===== src/rtl/sr_pkg.sv =====
// Shared definitions for gated S/R/En latch controllers: state encoding and
// default phase widths.
package sr_pkg;

    typedef enum logic [2:0] {
        ST_IDLE  = 3'd0,
        ST_SETUP = 3'd1,
        ST_PULSE = 3'd2,
        ST_HOLD  = 3'd3,
        ST_CHECK = 3'd4
    } sr_state_e;

    localparam int DEF_SETUP_W = 1;
    localparam int DEF_PULSE_W = 2;
    localparam int DEF_HOLD_W  = 2;
    localparam int DEF_CNT_W   = 4;

    // S/R carry the target value for the whole setup-pulse-hold window.
    function automatic logic drives_sr(sr_state_e st);
        return (st == ST_SETUP) || (st == ST_PULSE) || (st == ST_HOLD);
    endfunction

endpackage


===== src/rtl/sr_latch_driver_sync_2ff.sv =====
// Generic 1-bit two-flop synchroniser with synchronous active-low reset to 0.
module sync_2ff (
    input  logic clk,
    input  logic rst_n,
    input  logic d,
    output logic q
);

    logic meta_q, meta_d;
    logic sync_q, sync_d;

    always_comb begin
        meta_d = d;
        sync_d = meta_q;
    end

    always_ff @(posedge clk) begin
        if (!rst_n) begin
            meta_q <= 1'b0;
            sync_q <= 1'b0;
        end else begin
            meta_q <= meta_d;
            sync_q <= sync_d;
        end
    end

    assign q = sync_q;

endmodule


===== src/rtl/sr_latch_driver.sv =====
// Initiator for an external gated SR latch: converts a set-to-value request
// into a timed S/R/En sequence and verifies the result via Q readback.
module sr_latch_driver
    import sr_pkg::*;
#(
    parameter int SETUP_W = DEF_SETUP_W,
    parameter int PULSE_W = DEF_PULSE_W,
    parameter int HOLD_W  = DEF_HOLD_W,
    parameter int CNT_W   = DEF_CNT_W
) (
    input  logic clk,
    input  logic rst_n,
    input  logic req_valid,
    output logic req_ready,
    input  logic req_val,
    input  logic req_force,
    output logic S,
    output logic R,
    output logic En,
    input  logic Q_fb,
    output logic busy,
    output logic done,
    output logic fault,
    input  logic fault_clr,
    output logic exp_q,
    output logic known
);

    localparam logic [CNT_W-1:0] SETUP_LD = CNT_W'(SETUP_W - 1);
    localparam logic [CNT_W-1:0] PULSE_LD = CNT_W'(PULSE_W - 1);
    localparam logic [CNT_W-1:0] HOLD_LD  = CNT_W'(HOLD_W - 1);

    sr_state_e        state_q, state_d;
    logic [CNT_W-1:0] cnt_q, cnt_d;
    logic             val_q, val_d;
    logic             s_q, s_d;
    logic             r_q, r_d;
    logic             en_q, en_d;
    logic             done_q, done_d;
    logic             fault_q, fault_d;
    logic             exp_q_q, exp_q_d;
    logic             known_q, known_d;
    logic             q_sync;

    sync_2ff u_q_sync (
        .clk   (clk),
        .rst_n (rst_n),
        .d     (Q_fb),
        .q     (q_sync)
    );

    always_comb begin
        state_d = state_q;
        cnt_d   = cnt_q;
        val_d   = val_q;
        exp_q_d = exp_q_q;
        known_d = known_q;
        fault_d = fault_clr ? 1'b0 : fault_q;

        unique case (state_q)
            ST_IDLE: begin
                if (req_valid) begin
                    val_d = req_val;
                    if (known_q && (req_val == exp_q_q) && !req_force) begin
                        state_d = ST_CHECK;
                        cnt_d   = '0;
                    end else begin
                        state_d = ST_SETUP;
                        cnt_d   = SETUP_LD;
                    end
                end
            end
            ST_SETUP: begin
                if (cnt_q == '0) begin
                    state_d = ST_PULSE;
                    cnt_d   = PULSE_LD;
                end else begin
                    cnt_d = cnt_q - CNT_W'(1);
                end
            end
            ST_PULSE: begin
                if (cnt_q == '0) begin
                    state_d = ST_HOLD;
                    cnt_d   = HOLD_LD;
                end else begin
                    cnt_d = cnt_q - CNT_W'(1);
                end
            end
            ST_HOLD: begin
                if (cnt_q == '0) begin
                    state_d = ST_CHECK;
                    cnt_d   = '0;
                end else begin
                    cnt_d = cnt_q - CNT_W'(1);
                end
            end
            ST_CHECK: begin
                state_d = ST_IDLE;
                exp_q_d = val_q;
                known_d = 1'b1;
                // A new mismatch overrides a simultaneous clear.
                if (q_sync != val_q) begin
                    fault_d = 1'b1;
                end
            end
            default: begin
                state_d = ST_IDLE;
                cnt_d   = '0;
            end
        endcase

        // Outputs are registered from the next state so they line up with it.
        s_d    = drives_sr(state_d) &&  val_d;
        r_d    = drives_sr(state_d) && !val_d;
        en_d   = (state_d == ST_PULSE);
        done_d = (state_d == ST_CHECK);
    end

    always_ff @(posedge clk) begin
        if (!rst_n) begin
            state_q <= ST_IDLE;
            cnt_q   <= '0;
            val_q   <= 1'b0;
            s_q     <= 1'b0;
            r_q     <= 1'b0;
            en_q    <= 1'b0;
            done_q  <= 1'b0;
            fault_q <= 1'b0;
            exp_q_q <= 1'b0;
            known_q <= 1'b0;
        end else begin
            state_q <= state_d;
            cnt_q   <= cnt_d;
            val_q   <= val_d;
            s_q     <= s_d;
            r_q     <= r_d;
            en_q    <= en_d;
            done_q  <= done_d;
            fault_q <= fault_d;
            exp_q_q <= exp_q_d;
            known_q <= known_d;
        end
    end

    assign S         = s_q;
    assign R         = r_q;
    assign En        = en_q;
    assign done      = done_q;
    assign fault     = fault_q;
    assign exp_q     = exp_q_q;
    assign known     = known_q;
    assign busy      = (state_q != ST_IDLE);
    assign req_ready = (state_q == ST_IDLE);

endmodule


===== config.mk =====
export PLATFORM = sky130hd
export DESIGN_NAME = sr_latch_driver
export DESIGN_NICKNAME = d
export VERILOG_FILES = /design/src/rtl/sr_pkg.sv /design/src/rtl/sr_latch_driver_sync_2ff.sv /design/src/rtl/sr_latch_driver.sv
export SDC_FILE = /design/constraint.sdc
export NUM_CORES = 1
export LEC_CHECK = 0
export BUFFER_PORTS_ARGS = -buffer_cell sky130_fd_sc_hd__buf_4
export CELL_PAD_IN_SITES_DETAIL_PLACEMENT = 0
export CELL_PAD_IN_SITES_GLOBAL_PLACEMENT = 1
export CORE_MARGIN = 2
export CORE_UTILIZATION = 42
export DETAILED_ROUTE_END_ITERATION = 10
export GPL_TIMING_DRIVEN = 0
export HOLD_SLACK_MARGIN = 0.08
export PLACE_DENSITY = 0.92
export SYNTH_ARGS = -nofsm -noshare
export SYNTH_HDL_FRONTEND = slang
export SYNTH_SLANG_ARGS = --single-unit

===== constraint.sdc =====
create_clock -name clk -period 2.8 [get_ports clk]
set_input_delay 0.28 -clock clk [delete_from_list [all_inputs] [get_ports clk]]
set_output_delay 0.28 -clock clk [all_outputs]
set_load 0.02 [all_outputs]

==> flow_summary.toml <==
[critical_path]
worstSetupEndpoint = "req_ready"
reg2reg_depth = 5
crit_path_max_incr_delay_ns = 0.35
worstSetupStartpoint = "state_q[1]$_SDFF_PN0_"
cp.arrival_ns = 1.51
worst-path-max-fanout = 10
start_kind = "register"
worstPathRequired_ns = 2.52
cp_slowest_cell = "dfxtp_1"
path_class = "reg2out"
crit_buf_inv = 3
path_delay_family = "simple AND/OR/NAND/NOR gates"
worst-path-stages = 5
cp-end-kind = "output pin"
cp_cell_sequence = "buf_2 -> nor2_1 -> nand2_1 -> inv_1 -> buf_4"
r2r-start = "cnt_q[0]$_SDFFE_PN0P_"
r2r_setup_slack_ns = 1.23
r2r_end = "En$_SDFF_PN0_"

[detailed_routing]
first_pass_iters = 3
wl_per_cell_um = 12.1
viasPerCell = 5.22
drtAntennaViolNets = 0
routed_wl_um = 1580
via_count = 678
drt_iter0_drc = 8
drc = 0

[placement]
portBuffers = 15
gp_congestion = 0.798
hpwlAfterDp_um = 1170

[yosys]
syn-mean-instance-area_um2 = 9.35
synth-seq-area-share_pct = 42.3
yosysWarnings = 0
synth_area_um2 = 805
async_reset_ff_share_pct = 0
synth_cell_types = 36
synth_nets = 95
synthCells = 86
postSynthRegisterBits = 17
synth-edff-count = 0
synth_top_cell_area_share_pct = 42.3
synth.area.top_cells = "dfxtp_1, a21oi_1, mux2i_1, xor2_1, ha_1"
yosysMostFrequentCell = "dfxtp_1"
synth_commonest_cells = "dfxtp_1, a21oi_1, inv_1, nor2_1, nand2_1"
yosysTopAreaCell = "dfxtp_1"
synthFlopType = "dfxtp_1"

[job]
max_cap_violations = 0

[clock_tree]
cts_resized = 0
cts.sinks = 17
clk_pin_slew_ns = 0.10
numCtsBuffers = 3
cts_tree = "built"
cts_root_buf = "clkbuf_4"
cts_hold_buffers = 0
clk_path_buf_depth = 2
htree_num_levels = 1
cts_setup_buffers = 0
clock_latency_ns = 0.30

[cells_and_area]
area_growth_pct = 21.3
layout-drive-gt1-share_pct = 23.8
fin_nets = 115
final_core_util_pct = 55.3
antenna_cells = 0

[pwr]
leakagePower_uw = 0.000416
ir_drop_v = 0.000560
finalPower_uw = 1000
pwr_density_cell_mw_per_mm2 = 1030

[die]
fp.dieW_um = 47.8
die_area_mm2 = 0.00228
initial_utilization_pct = 45.6
die_h_um = 47.8
num_io_pins = 16
core_mm2 = 0.00176
rows = 15

[grt]
grt_max_degree = 11
grt_pass1_wl_um = 2470
antenna_found_initial = 0
grt_pass1_vias = 585
grt_usage_pct = 15.9
grt-ovfl-total = 0

[min_path]
hp-class = "in2reg"
hold_path_depth = 2

[timing]
drv_slew = 0
min_period_ns = 1.79
setup_viol = 0
relSlewSlack_pct = 69.8
post-route-period-util_pct = 64.0
max_slew.worst_pin.slew_ns = 0.451
hold_violations = 0
skew_ns = 0.00585
max_freq_ghz = 0.558
finalSetupTns_ns = 0
rsz0062_at_grt = "no"

[status]
status = "completed"
==> cell type report <==
type / instances / area (µm²)
inverters: 6 / 22.5
fillers: 192 / 788
well taps: 25 / 31.3
flip-flops and latches: 17 / 340
multi-input cells: 60 / 422
plain buffers: 3 / 20.0
clock buffers: 3 / 22.5
clock inverters: 1 / 5.00
repair buffers: 15 / 113
==> worst register-to-register path, delay by kind of cell (launching register included) <==
kind / cells / cell delay (ns)
flops: 1 / 0.34
compound gates: 1 / 0.14
buf+inv: 1 / 0.10
fa+ha+maj: 1 / 0.16
simple gates: 2 / 0.77
==> power breakdown <==
| part | switching (µW) | leakage [µW] | internal, µW | total (µW) |
|---|---|---|---|---|
| Combinational | 302 | 0.000259 | 228 | 530 |
| Sequential | 40.5 | 0.000139 | 299 | 340 |
| Clock | 80.7 | 0.0000177 | 53.2 | 134 |
==> state kept, by name (all words and copies together) (netlist names) <==
register / count
state_q: 3
u_q_sync.q: 1
En: 1
fault: 1
S: 1
R: 1
known: 1
exp_q: 1
cnt_q: 4
u_q_sync.meta_q: 1
val_q: 1
done: 1
==> per-layer routing <==
layer  vias up  share of wire [%]  GRT usage (%)
li1        345                  -              -
met1       317                 48           20.7
met2        12                 47           24.0
met3         4                3.6           4.53
met4         0                1.6           8.11
met5         -                  0              0
==> per-stage QoR <==
| stage | std cells | cell area (µm²) | setup slack (ns) | hold WS [ns] |
|---|---|---|---|---|
| final | 130 | 976 | 1.01 | 0.187 |
| after global routing | 130 | 976 | 0.906 | 0.195 |
| after CTS | 130 | 976 | 1.00 | 0.187 |
| after detailed placement | 126 | 948 | 1.28 | 0.438 |
| after global placement | 126 | 948 | 1.30 | 0.423 |
| after floorplan | 86 | 805 | 1.37 | 0.402 |
==> cell usage in the layout (no fill, tap or decap), types with 2 or more instances in the layout <==
master,synthesis,layout
dfxtp_1,17,17
buf_4,0,15
inv_1,6,6
nor2_1,6,6
a21oi_1,6,6
nand2_1,4,4
xor2_1,3,3
nand3_1,3,3
mux2i_1,3,3
clkbuf_4,0,3
nand2b_1,2,2
or3b_1,2,2
nor2b_1,2,2
nor4b_1,2,2
o21ai_0,2,2
a211oi_1,2,2
or3_1,2,2
and2_1,2,2
nand4_1,2,2
ha_1,2,2
==> cell families (layout without fill, tap and decap cells) <==
group           Yosys count  in the layout  synth area share [%]
flops                    17             17                  42.3
simple gates             34             34                  27.2
fa+ha+maj                 2              2                  3.11
compound gates           17             17                  13.7
xor+xnor                  3              3                  3.27
buf+inv                   9             28                  5.29
mux                       4              4                  5.13
==> how the worst min path moves through the flow <==
stage	from	to
final	Q_fb	u_q_sync.meta_q$_SDFF_PN0_
after detailed placement	u_q_sync.meta_q$_SDFF_PN0_	u_q_sync.q$_SDFF_PN0_
after global placement	u_q_sync.meta_q$_SDFF_PN0_	u_q_sync.q$_SDFF_PN0_
after floorplan	rst_n	u_q_sync.meta_q$_SDFF_PN0_
after global routing	Q_fb	u_q_sync.meta_q$_SDFF_PN0_
after CTS	Q_fb	u_q_sync.meta_q$_SDFF_PN0_
(Power assumes the default switching activity.)
